[src/rtl/uart_tx_arbiter_if.sv]
// Bundle between the four requesters, the arbiter and the UART transmitter.
// The slave modport is the arbiter's view; master is the surrounding system.
interface uart_tx_arbiter_if;
    logic [3:0]  req;
    logic [31:0] req_data;
    logic        tx_finish;
    logic [7:0]  tx_data;
    logic        tx_start;
    logic [3:0]  gnt;
    logic [3:0]  ack;
    logic        err;
    logic        busy;

    modport slave (
        input  req, req_data, tx_finish,
        output tx_data, tx_start, gnt, ack, err, busy
    );

    modport master (
        output req, req_data, tx_finish,
        input  tx_data, tx_start, gnt, ack, err, busy
    );
endinterface

[src/rtl/uart_tx_arbiter.sv]
// Round-robin arbiter sharing one UART transmitter among four byte requesters,
// with a per-frame completion timeout and an optional inter-frame idle gap.
module uart_tx_arbiter #(
    parameter int unsigned TIMEOUT_CYCLES = 60000,
    parameter int unsigned GAP_CYCLES     = 16
) (
    input logic            clk,
    input logic            rst,
    uart_tx_arbiter_if.slave bus
);
    localparam int unsigned TW = (TIMEOUT_CYCLES > 1) ? $clog2(TIMEOUT_CYCLES) : 1;
    localparam int unsigned GW = (GAP_CYCLES > 1) ? $clog2(GAP_CYCLES) : 1;
    localparam logic [TW-1:0] T_LAST = TW'(TIMEOUT_CYCLES - 1);
    localparam logic [GW-1:0] G_LAST = GW'(GAP_CYCLES - 1);

    typedef enum logic [2:0] {IDLE, START, WAIT, DONE, GAP} state_t;

    state_t        state;
    logic [1:0]    last_winner;
    logic [1:0]    winner;
    logic [1:0]    idx;
    logic          found;
    logic [TW-1:0] wait_cnt;
    logic [GW-1:0] gap_cnt;
    logic [7:0]    tx_data_q;
    logic          tx_start_q;
    logic [3:0]    gnt_q;
    logic [3:0]    ack_q;
    logic          err_q;
    logic          busy_q;

    // Search starts one past the previous winner and wraps, so every
    // requester is served within four transactions.
    always_comb begin
        winner = last_winner;
        found  = 1'b0;
        idx    = '0;
        for (int unsigned i = 0; i < 4; i++) begin
            idx = last_winner + 2'd1 + 2'(i);
            if (!found && bus.req[idx]) begin
                winner = idx;
                found  = 1'b1;
            end
        end
    end

    always_ff @(posedge clk) begin
        if (rst) begin
            state       <= IDLE;
            last_winner <= 2'd3;
            wait_cnt    <= '0;
            gap_cnt     <= '0;
            tx_data_q   <= '0;
            tx_start_q  <= 1'b0;
            gnt_q       <= '0;
            ack_q       <= '0;
            err_q       <= 1'b0;
            busy_q      <= 1'b0;
        end else begin
            case (state)
                IDLE: begin
                    if (found) begin
                        state       <= START;
                        gnt_q       <= 4'b0001 << winner;
                        tx_data_q   <= bus.req_data[{winner, 3'b000} +: 8];
                        last_winner <= winner;
                        tx_start_q  <= 1'b1;
                        busy_q      <= 1'b1;
                    end
                end
                START: begin
                    tx_start_q <= 1'b0;
                    wait_cnt   <= '0;
                    state      <= WAIT;
                end
                WAIT: begin
                    // tx_finish has priority over an expiring timeout
                    if (bus.tx_finish) begin
                        state <= DONE;
                        ack_q <= gnt_q;
                    end else if (wait_cnt == T_LAST) begin
                        state <= DONE;
                        ack_q <= gnt_q;
                        err_q <= 1'b1;
                    end else begin
                        wait_cnt <= wait_cnt + TW'(1);
                    end
                end
                DONE: begin
                    ack_q   <= '0;
                    err_q   <= 1'b0;
                    gnt_q   <= '0;
                    gap_cnt <= '0;
                    if (GAP_CYCLES > 0) begin
                        state <= GAP;
                    end else begin
                        state  <= IDLE;
                        busy_q <= 1'b0;
                    end
                end
                GAP: begin
                    if (gap_cnt == G_LAST) begin
                        state  <= IDLE;
                        busy_q <= 1'b0;
                    end else begin
                        gap_cnt <= gap_cnt + GW'(1);
                    end
                end
                default: begin
                    state  <= IDLE;
                    busy_q <= 1'b0;
                end
            endcase
        end
    end

    assign bus.tx_data  = tx_data_q;
    assign bus.tx_start = tx_start_q;
    assign bus.gnt      = gnt_q;
    assign bus.ack      = ack_q;
    assign bus.err      = err_q;
    assign bus.busy     = busy_q;
endmodule

[src/flat_wrapper.sv]
// flat-port wrapper written by rule: the top's interface ports become plain ports
module uart_tx_arbiter_flat 
#(
    parameter int unsigned TIMEOUT_CYCLES = 60000,
    parameter int unsigned GAP_CYCLES     = 16
)
  (clk, rst, bus_req, bus_req_data, bus_tx_finish, bus_tx_data, bus_tx_start, bus_gnt, bus_ack, bus_err, bus_busy);
  uart_tx_arbiter_if bus_i ();
  input logic clk;
  input logic rst;
  input wire logic [$bits(bus_i.req)-1:0] bus_req;
  input wire logic [$bits(bus_i.req_data)-1:0] bus_req_data;
  input wire logic [$bits(bus_i.tx_finish)-1:0] bus_tx_finish;
  output wire logic [$bits(bus_i.tx_data)-1:0] bus_tx_data;
  output wire logic [$bits(bus_i.tx_start)-1:0] bus_tx_start;
  output wire logic [$bits(bus_i.gnt)-1:0] bus_gnt;
  output wire logic [$bits(bus_i.ack)-1:0] bus_ack;
  output wire logic [$bits(bus_i.err)-1:0] bus_err;
  output wire logic [$bits(bus_i.busy)-1:0] bus_busy;
  assign bus_i.req = bus_req;
  assign bus_i.req_data = bus_req_data;
  assign bus_i.tx_finish = bus_tx_finish;
  assign bus_tx_data = bus_i.tx_data;
  assign bus_tx_start = bus_i.tx_start;
  assign bus_gnt = bus_i.gnt;
  assign bus_ack = bus_i.ack;
  assign bus_err = bus_i.err;
  assign bus_busy = bus_i.busy;
  uart_tx_arbiter #(.TIMEOUT_CYCLES(TIMEOUT_CYCLES), .GAP_CYCLES(GAP_CYCLES)) u_core (.clk(clk), .rst(rst), .bus(bus_i));
endmodule
[config.mk]
export PLATFORM = sky130hd
export DESIGN_NAME = uart_tx_arbiter_flat
export DESIGN_NICKNAME = d
export VERILOG_FILES = /design/src/rtl/uart_tx_arbiter_if.sv /design/src/rtl/uart_tx_arbiter.sv /design/src/flat_wrapper.sv
export SDC_FILE = /design/constraint.sdc
export NUM_CORES = 1
export LEC_CHECK = 0
export CORE_MARGIN = 3
export CORE_UTILIZATION = 49
export CTS_CLUSTER_SIZE = 8
export DETAILED_ROUTE_END_ITERATION = 12
export GPL_TIMING_DRIVEN = 1
export MAX_ROUTING_LAYER = met4
export PLACE_DENSITY = 0.89
export SLEW_MARGIN = 20
export SYNTH_ARGS = -nofsm -noshare
export SYNTH_HDL_FRONTEND = slang
export SYNTH_SLANG_ARGS = --single-unit
[constraint.sdc]
create_clock -name clk -period 2.6 [get_ports clk]
set_input_delay 0.52 -clock clk [delete_from_list [all_inputs] [get_ports clk]]
set_output_delay 0.52 -clock clk [all_outputs]
set_load 0.005 [all_outputs]
# After elaboration in Yosys (flattened, before gate mapping)
# Cells that the tools add are included.
[classes]
reduce_logical = 22
addsub = 6
n_mux = 38
magnitude_cmp = 4
eq_ne = 13
shifts = 2
n_bitwise = 1
[op_table]
columns = ["cell", "n"]
rows = [
  ["16-bit 2-to-1 mux", 2],
  ["16-bit case mux with 2 select lines", 1],
  ["32-bit by 6-bit variable part select with 8-bit output", 1],
  ["4-bit case mux with 2 select lines", 3],
  ["16-bit by 1-bit adder with 16-bit output, second input constant", 1],
  ["16-bit equality test, second input constant", 1],
  ["4-bit 2-to-1 mux", 4],
  ["3-bit case mux with 5 select lines", 1],
  ["2-bit by 3-bit less-than comparator with 1-bit output, second input constant", 4],
  ["1-bit 2-to-1 mux", 12],
  ["3-bit 2-to-1 mux", 4],
  ["3-bit AND reduction", 4],
  ["2-bit AND reduction", 5],
  ["2-bit nonzero test", 5],
  ["1-bit binary-select mux with 2-bit select", 4],
  ["2-bit 2-to-1 mux", 4],
  ["3-bit by 2-bit equality test with 1-bit output, second input constant", 2],
  ["2-bit by 1-bit inequality test with 1-bit output, second input constant", 3],
  ["2-bit inequality test, second input constant", 3],
  ["2-bit by 1-bit adder with 2-bit output, second input constant", 2],
  ["2-bit adder, second input constant", 2],
  ["4-bit by 1-bit adder with 4-bit output, second input constant", 1],
  ["4-bit equality test, second input constant", 1],
  ["1-bit case mux with 2 select lines", 2],
  ["10 further kinds", 14],
]
[totals]
wordCells = 96
inputBits = 39
reg_bits = 44

# Longest topological paths before layout
[logic_depth]
word_depth = 16
ltp_mapped = 8

# Worst setup path before layout
# Ideal clock, no wire load.
[synth_path]
path_kind = "input port to flip-flop"
startpoint = "input port bus_req[2]"
endpoint = "register u_core.tx_data_q[6] (netlist: u_core.bus.tx_data[6])"
arrival_ps = 1931
path_buffers = 2
t_required_ps = 2481
cell_stages = 6
setup_ps = 119
setup_slack_ps = 550
path_cell_list = "or3b_2 -> buf_2 -> and3_1 -> buf_2 -> mux2_2 -> o221a_2"
[synth_between]
elab_chain_cells = 13
elab_cells_between_ends = 24
cone_classes = "shift: 1; mux: 16; reduce/logical: 7"
[synth_rtl]
columns = ["item", "line", "source"]
rows = [
  ["from (decl)", "flat_wrapper.sv:11", "input wire logic [$bits(bus_i.req)-1:0] bus_req;"],
  ["1-bit binary-select mux with 2-bit select", "uart_tx_arbiter.sv:40", "if (!found && bus.req[idx]) begin"],
  ["1-bit 2-to-1 mux (not written as such)", "uart_tx_arbiter.sv:40", ""],
  ["1-bit 2-to-1 mux", "uart_tx_arbiter.sv:40", ""],
  ["1-bit logical NOT", "uart_tx_arbiter.sv:40", ""],
  ["1-bit logical AND", "uart_tx_arbiter.sv:40", ""],
  ["1-bit 2-to-1 mux", "uart_tx_arbiter.sv:40", ""],
  ["1-bit logical NOT", "uart_tx_arbiter.sv:40", ""],
  ["1-bit logical AND", "uart_tx_arbiter.sv:40", ""],
  ["1-bit 2-to-1 mux", "uart_tx_arbiter.sv:40", ""],
  ["1-bit logical NOT", "uart_tx_arbiter.sv:40", ""],
  ["1-bit logical AND", "uart_tx_arbiter.sv:40", ""],
  ["2-bit 2-to-1 mux / 1-bit 2-to-1 mux (equally long branches)", "uart_tx_arbiter.sv:40", ""],
  ["32-bit by 6-bit variable part select with 8-bit output / 2-bit AND reduction (equally long branches)", "-", ""],
  ["to (signal assigned)", "uart_tx_arbiter.sv:65", "tx_data_q <= bus.req_data[{winner, 3'b000} +: 8];"],
  ["to (decl)", "uart_tx_arbiter.sv:25", "logic [7:0] tx_data_q;"],
]
# Several ways; a longest one is shown, not always the timed one. The select of a mux whose other input is x is not followed.
# A chain may end at the register's enable or synchronous reset.

# Final worst setup path
[layout_path]
startpoint = "input port bus_req[0]"
endpoint = "register u_core.tx_data_q[0] (netlist: u_core.bus.tx_data[0])"
# The elaborated chain is that of the path after synthesis.

==> reports/results.tsv <==
stage	metric	value	unit
timing	Final Hold Viols	0	
die	Core ar.	4410	sq um
die	row count	24	
drt	wirelength, routed	5480	um
synth	Syn Nets	312	
power_and_ir_drop	Switching Power	606	uW
die	DIE AREA	5510	sq um
placement	final RePlAce weighted congestion	0.833	
synth	Yosys cell types	46	
cts	Root Driver	clkbuf_8	
timing	RSZ-0062 raised after global routing	no	
synth	Post-synth EDFFs	0	
cells_and_area	Nets	374	
drt	Via density	5.64	
cts	Clock Path Buffers	2	
cells_and_area	filler-free cell count of the finished design	386	
power_and_ir_drop	Seq pwr share	0.412	
cts	worst skew pair latency	0.30	ns
cells_and_area	area delta synth->final	35.1	%
timing	final setup vio count	0	
min_path	hold endpoint	u_core.bus.ack[1]$_SDFFE_PP0P_	
grt	largest net degree at the start of global routing	29	
die	Initial Utilization	0.517	
power_and_ir_drop	Power, Total	2.00	mW
cells_and_area	# diodes	0	
power_and_ir_drop	worst vdd ir	319	uV
worst_setup_path	FF-to-FF setup slack	0.42	ns
synth	Yosys warning count	0	
outcome	status	complete, no violations	
worst_setup_path	worst r2r path cells	5	
timing	setup TNS	0	ns
grt	first-pass GRT wire length	9290	um
synth	register area share after synthesis	0.386	
timing	Period minus WS final	2.32	ns
worst_setup_path	worst r2r src	u_core.state[0]$_SDFFE_PP0P_	
cells_and_area	share of layout cells above drive strength 1	0.114	
cts	Clock transition at path regs	0.09	ns
cts	H-tree depth	2	
placement	Cells after DPL	378	
power_and_ir_drop	switching share of power	0.303	
cts	Sink Count	44	
synth	Cells after Synth	271	
min_path	Hold Crit Class	flip-flop to flip-flop	
worst_setup_path	CP Max Fanout	10	
worst_setup_path	Worst Path Required	2.78	ns
die	Die Ht	74.2	um
die	I/O Pins	58	
timing	Slew HR	0.639	
synth	synthesized area	2280	sq um
drt	DRC Markers	0	
run	max cap viols	0	
drt	drt wl/cell	14.2	um
cts	CTS tree	built	
timing	final critical-path share of the clock period	0.892	
grt	grt total ovfl	0	
timing	clock skew	0.00799	ns
worst_setup_path	Critical Path AT	2.50	ns
synth	Main synth FF type	dfxtp_1	
drt	DR vias	2176	
timing	WHS	0.454	ns
placement	HPWL Detailed	4130	um
min_path	Hold Crit Depth	2	
cells_and_area	Finished Cell Area	3080	sq um
cells_and_area	commonest non-fill, non-tap cell in the layout	clkdlybuf4s50_1	
cells_and_area	commonest non-fill, non-tap cells in the layout	clkdlybuf4s50_1, dfxtp_1, nor2_1	
power_and_ir_drop	P per Cell Area	649	nW/um^2
placement	IO buf count	57	
placement	Post-DP Area	2950	sq um
worst_setup_path	CP endpoint kind	flip-flop	
synth	Avg Inst Size Synth	8.42	sq um
timing	Worst-Margin Slew	0.542	ns
power_and_ir_drop	clock power share	0.276	
synth	flops & latches, synth	44	
worst_setup_path	CP Class	input port to flip-flop	
grt	All-Layer GR Usage	0.221	
timing	Max Slew Vio Count	0	
timing	Max Fclk	431	MHz
power_and_ir_drop	Leak	1.16	nW
grt	initial antenna violation count	0	
drt	ANT nets after route	0	
die	DIE WIDTH	74.2	um
worst_setup_path	Setup crit start kind	input port	
power_and_ir_drop	Cell Int Power	1.39	mW
worst_setup_path	r2r endpoint	u_core.wait_cnt[11]$_SDFFE_PP0P_	
cts	CTS buffer count	5	
drt	DR pass1 iterations	4	
drt	drt initial violations	93	
power_and_ir_drop	Comb power frac	0.312	
grt	vias in the first global route	2091	
min_path	hold wc startpoint	u_core.bus.ack[1]$_SDFFE_PP0P_	
synth	FFs w/ async S/R, synth	0	
-- synthesized netlist by cell type, types with 2 or more instances --
master    instances  area, sq um
xor2_1            9         78.8
nand3_1          13         65.1
or3b_2            4         35.0
o21ai_0           2         10.0
nor2_1           30          113
mux2_2            3         33.8
buf_2             5         25.0
nand2_1          23         86.3
a211oi_1         14          105
nand4_1           6         37.5
and2_1            2         12.5
o21a_1            5         37.5
a31oi_1           8         50.1
clkbuf_1         10         37.5
nor3_1            6         30.0
nor3b_1           2         15.0
and3_1            5         31.3
nor4_1            2         12.5
xnor2_1           8         70.1
ha_1              2         25.0
inv_1            11         41.3
o21bai_1          8         60.1
nand2b_1          5         31.3
nor2b_1           2         12.5
a21oi_1          17         85.1
nand3b_1          2         15.0
dfxtp_1          44          881
or3b_1            3         26.3
a21o_1            3         22.5
-- power by group through the flow --
stage | Combinational, mW | Clock, mW | Sequential [mW]
finish | 0.624 | 0.553 | 0.823
global route | 0.689 | 0.585 | 0.835
CTS | 0.621 | 0.558 | 0.821
detailed placement | 0.615 | 0 | 0.835
global placement | 0.610 | 0 | 0.832
floorplan | 0.359 | 0 | 0.813
-- stage by stage --
| step | setup slack (ns) | util |
|---|---|---|
| global placement | -0.151 | 0.669 |
| CTS | 0.105 | 0.696 |
| detailed placement | -0.211 | 0.669 |
| global route | 0.197 | 0.698 |
| finish | 0.281 | 0.698 |
| floorplan | 0.550 | - |
-- sequential cells by signal, indices dropped and copies added (netlist names) --
register             count
u_core.last_winner       2
u_core.bus.gnt           4
u_core.bus.ack           4
u_core.wait_cnt         16
u_core.bus.tx_start      1
u_core.bus.busy          1
u_core.state             3
u_core.bus.tx_data       8
u_core.gap_cnt           4
u_core.bus.err           1
-- routing by layer --
layer  up-vias  share of wire  track usage
met3         9          0.057       0.0432
met1      1011           0.44        0.279
li1       1077              -            -
met2        79           0.49        0.354
met5         -              0            -
met4         0          0.014       0.0711
-- critical path, stage by stage --
cell and delay, ns:
clkdlybuf4s50_1 0.48, nor4_1 0.06, buf_4 0.14, buf_4 0.13
or4_1 0.43, a21o_1 0.30, a211oi_1 0.36, a211oi_1 0.08
-- final cells by class --
type	instances	area, sq um
Fill cell	316	1330
Multi-Input combinational cell	199	1290
Sequential cell	44	881
Timing Repair Buffer	72	683
Clock buffer	6	82.6
Tap cell	52	65.1
Inverter	11	41.3
Clock inverter	2	38.8
-- worst max path at each step --
stage | from | endpoint | slack (ns) | cells past startpoint
floorplan | bus_req[2] | u_core.bus.tx_data[6]$_SDFFE_PP0P_ | 0.55 | 6
global placement | bus_req[3] | u_core.bus.tx_data[6]$_SDFFE_PP0P_ | -0.15 | 6
detailed placement | bus_req[0] | u_core.bus.tx_data[6]$_SDFFE_PP0P_ | -0.21 | 6
CTS | bus_req[0] | u_core.bus.tx_data[6]$_SDFFE_PP0P_ | 0.11 | 6
global route | bus_req[2] | u_core.bus.tx_data[0]$_SDFFE_PP0P_ | 0.20 | 8
finish | bus_req[0] | u_core.bus.tx_data[0]$_SDFFE_PP0P_ | 0.28 | 8
-- cells by family (layout without fill, tap and decap cells) --
logic type	count (synthesis)	count (layout)	share of synthesized area
multiplexers	4	4	0.0192
XOR/XNOR	17	17	0.0653
AO/OA/AOI/OAI	64	64	0.201
AND/OR/NAND/NOR	112	112	0.265
buffers and inverters	28	91	0.0521
adder cells (fa/ha/maj)	2	2	0.0110
flip-flops	44	44	0.386
-- repair_timing --
action,in CTS,in global routing
resized for setup,0,1
setup buffers,0,0
endpoints found under the setup margin,0,10
hold buffers,0,0
Note: power is estimated with default switching activity, not from simulation.
